**src/rtl/mu0_pkg.sv**
```systemverilog
// Shared MU0 control definitions: opcodes, ALU function codes and FSM state type.
package mu0_pkg;

    typedef enum logic [1:0] {
        S_FETCH   = 2'd0,
        S_EXECUTE = 2'd1,
        S_HALT    = 2'd2
    } state_t;

    localparam logic [3:0] OP_LDA = 4'd0;
    localparam logic [3:0] OP_STA = 4'd1;
    localparam logic [3:0] OP_ADD = 4'd2;
    localparam logic [3:0] OP_SUB = 4'd3;
    localparam logic [3:0] OP_JMP = 4'd4;
    localparam logic [3:0] OP_JGE = 4'd5;
    localparam logic [3:0] OP_JNE = 4'd6;
    localparam logic [3:0] OP_STP = 4'd7;

    localparam logic [1:0] ALU_PASS_Y = 2'b00;
    localparam logic [1:0] ALU_ADD    = 2'b01;
    localparam logic [1:0] ALU_INC    = 2'b10;
    localparam logic [1:0] ALU_SUB    = 2'b11;

    // STP and every opcode above it stop the processor.
    function automatic logic is_halting(input logic [3:0] op);
        return op >= OP_STP;
    endfunction

endpackage

```
**src/rtl/mu0_control_if.sv**
```systemverilog
// Control bundle between the MU0 controller (slave) and its datapath (master).
interface mu0_control_if;
    logic [3:0]  F;
    logic        N;
    logic        Z;
    logic        Addr_sel;
    logic        X_sel;
    logic        Y_sel;
    logic [1:0]  M;
    logic        PC_En;
    logic        IR_En;
    logic        Acc_En;
    logic        MEMrq;
    logic        RnW;
    logic        Halted;
    logic [15:0] InstrCount;

    modport master (
        output F, N, Z,
        input  Addr_sel, X_sel, Y_sel, M, PC_En, IR_En, Acc_En, MEMrq, RnW, Halted, InstrCount
    );

    modport slave (
        input  F, N, Z,
        output Addr_sel, X_sel, Y_sel, M, PC_En, IR_En, Acc_En, MEMrq, RnW, Halted, InstrCount
    );
endinterface

```
**src/rtl/mu0_ctrl_decode.sv**
```systemverilog
// Combinational MU0 control decode from FSM state, opcode and accumulator flags.
module mu0_ctrl_decode
    import mu0_pkg::*;
(
    input  state_t      state_i,
    input  logic [3:0]  f_i,
    input  logic        n_i,
    input  logic        z_i,
    output logic        addr_sel_o,
    output logic        x_sel_o,
    output logic        y_sel_o,
    output logic [1:0]  m_o,
    output logic        pc_en_o,
    output logic        ir_en_o,
    output logic        acc_en_o,
    output logic        memrq_o,
    output logic        rnw_o,
    output logic        halted_o
);

    always_comb begin
        addr_sel_o = 1'b0;
        x_sel_o    = 1'b0;
        y_sel_o    = 1'b0;
        m_o        = ALU_PASS_Y;
        pc_en_o    = 1'b0;
        ir_en_o    = 1'b0;
        acc_en_o   = 1'b0;
        memrq_o    = 1'b0;
        rnw_o      = 1'b1;
        halted_o   = 1'b0;

        unique case (state_i)
            S_FETCH: begin
                memrq_o = 1'b1;
                ir_en_o = 1'b1;
                pc_en_o = 1'b1;
                x_sel_o = 1'b1;
                m_o     = ALU_INC;
            end
            S_EXECUTE: begin
                case (f_i)
                    OP_LDA: begin
                        addr_sel_o = 1'b1;
                        memrq_o    = 1'b1;
                        acc_en_o   = 1'b1;
                    end
                    OP_STA: begin
                        addr_sel_o = 1'b1;
                        memrq_o    = 1'b1;
                        rnw_o      = 1'b0;
                    end
                    OP_ADD, OP_SUB: begin
                        addr_sel_o = 1'b1;
                        memrq_o    = 1'b1;
                        acc_en_o   = 1'b1;
                        m_o        = (f_i == OP_ADD) ? ALU_ADD : ALU_SUB;
                    end
                    OP_JMP, OP_JGE, OP_JNE: begin
                        y_sel_o = 1'b1;
                        pc_en_o = (f_i == OP_JMP) ? 1'b1 :
                                  (f_i == OP_JGE) ? ~n_i : ~z_i;
                    end
                    default: ;
                endcase
            end
            S_HALT: halted_o = 1'b1;
            default: ;
        endcase
    end

endmodule

```
**src/rtl/mu0_control.sv**
```systemverilog
// MU0 controller: FETCH/EXECUTE/HALT sequencer and executed-instruction counter.
module mu0_control
    import mu0_pkg::*;
(
    input  logic          Clk,
    input  logic          Reset,
    mu0_control_if.slave  bus
);

    state_t      state_q, state_d;
    logic [15:0] count_q, count_d;

    always_ff @(posedge Clk or posedge Reset) begin
        if (Reset) begin
            state_q <= S_FETCH;
            count_q <= '0;
        end else begin
            state_q <= state_d;
            count_q <= count_d;
        end
    end

    always_comb begin
        state_d = state_q;
        count_d = count_q;
        unique case (state_q)
            S_FETCH:   state_d = S_EXECUTE;
            S_EXECUTE: begin
                count_d = count_q + 16'd1;
                state_d = is_halting(bus.F) ? S_HALT : S_FETCH;
            end
            S_HALT:    state_d = S_HALT;
            default:   state_d = S_FETCH;
        endcase
    end

    assign bus.InstrCount = count_q;

    mu0_ctrl_decode u_decode (
        .state_i    (state_q),
        .f_i        (bus.F),
        .n_i        (bus.N),
        .z_i        (bus.Z),
        .addr_sel_o (bus.Addr_sel),
        .x_sel_o    (bus.X_sel),
        .y_sel_o    (bus.Y_sel),
        .m_o        (bus.M),
        .pc_en_o    (bus.PC_En),
        .ir_en_o    (bus.IR_En),
        .acc_en_o   (bus.Acc_En),
        .memrq_o    (bus.MEMrq),
        .rnw_o      (bus.RnW),
        .halted_o   (bus.Halted)
    );

endmodule

```
**src/flat_wrapper.sv**
```systemverilog
// flat-port wrapper written by rule: the top's interface ports become plain ports
module mu0_control_flat import mu0_pkg::*;
  (Clk, Reset, bus_F, bus_N, bus_Z, bus_Addr_sel, bus_X_sel, bus_Y_sel, bus_M, bus_PC_En, bus_IR_En, bus_Acc_En, bus_MEMrq, bus_RnW, bus_Halted, bus_InstrCount);
  mu0_control_if bus_i ();
  input  logic Clk;
  input  logic Reset;
  input wire logic [$bits(bus_i.F)-1:0] bus_F;
  input wire logic [$bits(bus_i.N)-1:0] bus_N;
  input wire logic [$bits(bus_i.Z)-1:0] bus_Z;
  output wire logic [$bits(bus_i.Addr_sel)-1:0] bus_Addr_sel;
  output wire logic [$bits(bus_i.X_sel)-1:0] bus_X_sel;
  output wire logic [$bits(bus_i.Y_sel)-1:0] bus_Y_sel;
  output wire logic [$bits(bus_i.M)-1:0] bus_M;
  output wire logic [$bits(bus_i.PC_En)-1:0] bus_PC_En;
  output wire logic [$bits(bus_i.IR_En)-1:0] bus_IR_En;
  output wire logic [$bits(bus_i.Acc_En)-1:0] bus_Acc_En;
  output wire logic [$bits(bus_i.MEMrq)-1:0] bus_MEMrq;
  output wire logic [$bits(bus_i.RnW)-1:0] bus_RnW;
  output wire logic [$bits(bus_i.Halted)-1:0] bus_Halted;
  output wire logic [$bits(bus_i.InstrCount)-1:0] bus_InstrCount;
  assign bus_i.F = bus_F;
  assign bus_i.N = bus_N;
  assign bus_i.Z = bus_Z;
  assign bus_Addr_sel = bus_i.Addr_sel;
  assign bus_X_sel = bus_i.X_sel;
  assign bus_Y_sel = bus_i.Y_sel;
  assign bus_M = bus_i.M;
  assign bus_PC_En = bus_i.PC_En;
  assign bus_IR_En = bus_i.IR_En;
  assign bus_Acc_En = bus_i.Acc_En;
  assign bus_MEMrq = bus_i.MEMrq;
  assign bus_RnW = bus_i.RnW;
  assign bus_Halted = bus_i.Halted;
  assign bus_InstrCount = bus_i.InstrCount;
  mu0_control u_core (.Clk(Clk), .Reset(Reset), .bus(bus_i));
endmodule
```
**config.mk**
```make
export PLATFORM = sky130hd
export DESIGN_NAME = mu0_control_flat
export DESIGN_NICKNAME = d
export VERILOG_FILES = /design/src/rtl/mu0_pkg.sv /design/src/rtl/mu0_control_if.sv /design/src/rtl/mu0_ctrl_decode.sv /design/src/rtl/mu0_control.sv /design/src/flat_wrapper.sv
export SDC_FILE = /design/constraint.sdc
export NUM_CORES = 1
export LEC_CHECK = 0
export BUFFER_PORTS_ARGS = -buffer_cell sky130_fd_sc_hd__buf_2
export CELL_PAD_IN_SITES_DETAIL_PLACEMENT = 1
export CELL_PAD_IN_SITES_GLOBAL_PLACEMENT = 1
export CORE_ASPECT_RATIO = 0.6
export CORE_UTILIZATION = 37
export CTS_CLUSTER_SIZE = 28
export DETAILED_ROUTE_END_ITERATION = 8
export PLACE_DENSITY = 0.78
export SYNTH_ARGS = -nofsm -noshare
export SYNTH_HDL_FRONTEND = slang
export SYNTH_SLANG_ARGS = --single-unit
```
**constraint.sdc**
```tcl
create_clock -name Clk -period 3.6 [get_ports Clk]
set_input_delay 0.72 -clock Clk [delete_from_list [all_inputs] [get_ports Clk]]
set_output_delay 0.72 -clock Clk [all_outputs]
set_load 0.02 [all_outputs]
```
# After elaboration in Yosys (flattened, before gate mapping)
# Cells that the tools add are included.
# Widths: inputs -> output; s select.
# classes
n_addsub,1
n_lt_le_gt_ge,1
eq_ne,8
mux,20
n_bitwise,2
n_reduce_logical,6
# ops
operator,count
$add 16x1->16 const B,1
$mux 1,13
$eq 4x3->1 const B,3
$eq 4x2->1 const B,2
$mux 2,3
$pmux 2 s3,1
$reduce_or 3->1,2
$eq 4x1->1 const B,1
$ge 4x3->1 const B,1
$logic_not 4->1,1
$pmux 1 s2,2
$pmux 2 s2,1
$reduce_or 4->1,1
$eq 2x1->1 const B,1
$eq 2x2->1 const B,1
$logic_not 2->1,1
$not 1->1,2
$reduce_or 2->1,1
# word_totals
ff_bits,18
input_bits,8

# Longest topological paths before layout
# logic_depth
depth_word,5
mapped_depth,5
depth_no_buf,4

# Cells and area by module
# Synthesis repeated with hierarchy kept, for this count alone.
# hier_totals
hier_cells,80
area_unflattened_um2,912.1
# by_module_without_submodules
module,instances,cells_per_inst,area_each_um2,seq_area_each_um2
mu0_control,1,62,775.7,450.4
mu0_ctrl_decode,1,18,136.4,0.0

# Worst setup path after synthesis
# Ideal clock, no wire load.
# synth_path
path_kind,in2out
startpoint,input port bus_F[3]
endpoint,output port bus_M[1]
arrival_time_ns,2.011
required_time_ns,2.880
setup_slack_ns,0.869
stages,3
n_path_buf,0
cell_sequence,or2_2 a21oi_1 a21boi_0
# synth_between
elab_chain_len,4
# synth_rtl
item,line,source
start: declaration,flat_wrapper.sv:7,input wire logic [$bits(bus_i.F)-1:0] bus_F;
$eq 4x2->1 (on tied branches),"mu0_ctrl_decode.sv:42, mu0_ctrl_decode.sv:57",
$mux 2 or $reduce_or 2->1 (tied branches),--,
$mux 2 *,mu0_ctrl_decode.sv:42,case (f_i)
$pmux 2 s2 *,mu0_ctrl_decode.sv:33,unique case (state_i)
end: declaration,flat_wrapper.sv:13,output wire logic [$bits(bus_i.M)-1:0] bus_M;
# Every way passes the cells marked *; elsewhere a longest branch is shown, timed or not.

# Worst setup path in the final report
# Ends and elaborated chain as after synthesis.

==> impl_metrics.csv <==
group,metric,value,unit
placement,portBuffers,34,
clocking,clk_latency,0.25,ns
pwr,p_total,0.740,mW
critical_path,crit_arrival,1.72,ns
clocking,post_cts_resized,0,
sta,rsz0062_at_grt,"false",
sta,skew,0.00224,ns
floorplanning,die_w,65.3,µm
floorplanning,fp.dieH,40.0,µm
critical_path,required,2.88,ns
global_route,grt_pass1_wl,3460,µm
hold_path,hold_class,"reg2reg",
outcome,outcome,"completed",
critical_path,critPathTopFamily,"compound AO/OA/AOI/OAI gates",
synth,synth_fa_ha_area_share,1.40,%
global_route,grt_overflow,0,
clocking,cts-root-buf,"clkbuf_8",
sta,setup_viol,0,
finish,antenna_cells,0,
floorplanning,core_region_area,2210,µm²
clocking,post_cts_buffers,0,
detailed_routing,postRouteAntennaNets,0,
pwr,pwr-share-comb,41.7,%
global_route,grt_usage,19.2,%
finish,multi_input_area,418,µm²
detailed_routing,num_vias,754,
synth,netlist_area,891,µm²
pwr,p_int,0.428,mW
global_route,grt_pass1_vias,682,
sta,hold_viol_final,0,
global_route,antenna_found_initial,0,
sta,slew_headroom,54.7,%
synth,synth_top_area_share,50.6,%
finish,nNetsFinal,132,
placement,dpl.hpwl,1680,µm
synth,yosys_warnings,0,
synth,synthMuxAreaShare,0,%
global_route,grt_max_degree,19,
synth,synth.distinct_cells,27,
clocking,h-tree-depth,1,
synth,synthCells,86,
synth,ys_seq_area_share,50.6,%
synth,synth_area_leaders,"dfrtp_1 (51%), xnor2_1 (13%), nand2_1 (5.5%), nand3_1 (3.9%), and2b_2 (2.0%)",
critical_path,critPathKind,"in2out",
sta,fmax,410,MHz
clocking,cts_buffer_depth,2,
clocking,cts-buffers-inserted,3,
detailed_routing,dr.pass1.iters,4,
finish,final_area,1120,µm²
synth,synth_nets,95,
synth,ys_ff_latch,18,
critical_path,slowest_stage,"or2_2",
pwr,p_per_area,660,nW/µm²
synth,synth_compound_area_share,5.20,%
sta,drv_slew,0,
synth,synth_xor_area_share,13.8,%
critical_path,cp-start-kind,"primary input",
sta,tns,0,ns
floorplanning,initial_utilization,40.3,%
critical_path,max_stage_delay,0.33,ns
pwr,p_sw_share,42.1,%
pwr,p_leak,0.576,nW
placement,gp_congestion,0.734,
pwr,irDropWorstVdd,337,µV
critical_path,ff2ff_setup_slack,1.98,ns
critical_path,end_kind,"output port",
placement,place_area,1080,µm²
placement,place_inst,148,
clocking,numClockSinks,18,
finish,layout_commonest_cell,"buf_2",
detailed_routing,drc_errors,0,
critical_path,path_buf_inv,2,
critical_path,worst-path-max-fanout,3,
clocking,cts_tree,"built",
pwr,pwr-share-seq,40.0,%
clocking,hold_buffers,0,
clocking,clkSlewWorstSetupHoldPaths,0.06,ns
finish,final_cell_mix,"buf_2 (34), dfrtp_1 (18), nand2_1 (13), xnor2_1 (13), nand3_1 (7)",
detailed_routing,wl_per_cell,14.5,µm
critical_path,worstPathCellList,"buf_2 -> or2_2 -> a21oi_1 -> a21boi_0 -> buf_2",
finish,fin_cells,151,
finish,area_growth_syn_to_layout,25.8,%
pwr,clkPwrFrac,18.3,%
floorplanning,die_area,2610,µm²
synth,synth_top_area_cell,"dfrtp_1",
sta,worst_pin_slew,0.679,ns
synth,synth_top_family_by_area,"simple AND/OR/NAND/NOR gates",
detailed_routing,wirelength,2190,µm
floorplanning,rows,13,
sta,finalCritPeriodShare,67.7,%
floorplanning,io_pins,35,
synth,synthSimpleGateAreaFrac,26.5,%
finish,drive_gt1_share,35.5,%
flow_run,drv_cap,0,
finish,seq_area,450,µm²
synth,syn_area_per_cell,10.4,µm²
critical_path,path_common_cell,"buf_2",
finish,fillers,270,
detailed_routing,dr.first_iter.drc_count,33,
pwr,switching_power,0.311,mW
sta,finalCriticalPeriod,2.44,ns
detailed_routing,drt-vias-per-instance,4.99,
registers in the layout (all words and copies together) (netlist names):
| signal | cells |
|---|---|
| u_core.state_q | 2 |
| u_core.bus.InstrCount | 16 |
path summary, 6_finish.rpt:
kind / from / to / cells past startpoint
worst min register to register: u_core.bus.InstrCount[15] / u_core.bus.InstrCount[15] / 1
worst max-delay path: bus_F[3] / bus_M[1] / 5
min in group asynchronous: Reset / u_core.bus.InstrCount[14] / 2
max in group asynchronous: Reset / u_core.state_q[1] / 2
worst min-delay path: u_core.bus.InstrCount[15] / u_core.bus.InstrCount[15] / 1
worst max register to register: u_core.state_q[1] / u_core.bus.InstrCount[11] / 4
cell usage after synthesis, drive strengths merged:
master  number
dfrtp       18
nand2       13
xnor2       13
nand3        7
nor2         4
a21oi        3
nand4        3
nor3         3
and2         2
and2b        2
and4         2
buf          2
nor2b        2
o21ai        2
a21boi       1
a31oi        1
and3         1
ha           1
inv          1
nand2b       1
o21bai       1
or2          1
or3          1
xor2         1
layer usage:
layer / track usage, % / part of all wire (%) / vias to the layer above
met5: 0 / 0 / -
met4: 5.43 / 1.3 / 0
met3: 6.82 / 4.0 / 4
met2: 29.9 / 47 / 19
met1: 25.7 / 48 / 368
li1: - / - / 363
power by group through the flow:
| stage | registers (mW) | clock network (mW) | logic [mW] |
|---|---|---|---|
| 2_1_floorplan | 0.323 | 0 | 0.197 |
| 3_3_place_gp | 0.296 | 0 | 0.300 |
| 3_5_place_dp | 0.300 | 0 | 0.310 |
| 4_1_cts | 0.296 | 0.143 | 0.312 |
| 5_1_grt | 0.307 | 0.151 | 0.334 |
| 6_report | 0.296 | 0.135 | 0.309 |
through the flow:
| stage | utilization (%) | worst slack [ns] | hold slack (ns) |
|---|---|---|---|
| after global routing | 50.7 | 1.05 | 0.506 |
| after CTS | 50.7 | 1.15 | 0.481 |
| final | 50.7 | 1.16 | 0.474 |
| after detailed placement | 48.8 | 1.15 | 0.469 |
| after global placement | 48.8 | 1.23 | 0.457 |
| after floorplan | - | 0.869 | 0.579 |
area by class of cell:
class                   instances  area share [%]
clock buffers                   3            3.68
inverters                       1           0.335
multi-input cells              65            37.3
flip-flops and latches         18            40.2
well taps                      30            3.35
repair buffers                 34            15.2
logic make-up after synthesis:
kind of cell / after synthesis
AO/OA/AOI/OAI: 8
XOR/XNOR: 14
adder cells (fa/ha/maj): 1
buffers and inverters: 3
flip-flops: 18
AND/OR/NAND/NOR: 42
Note: power is estimated with default switching activity, not from simulation.
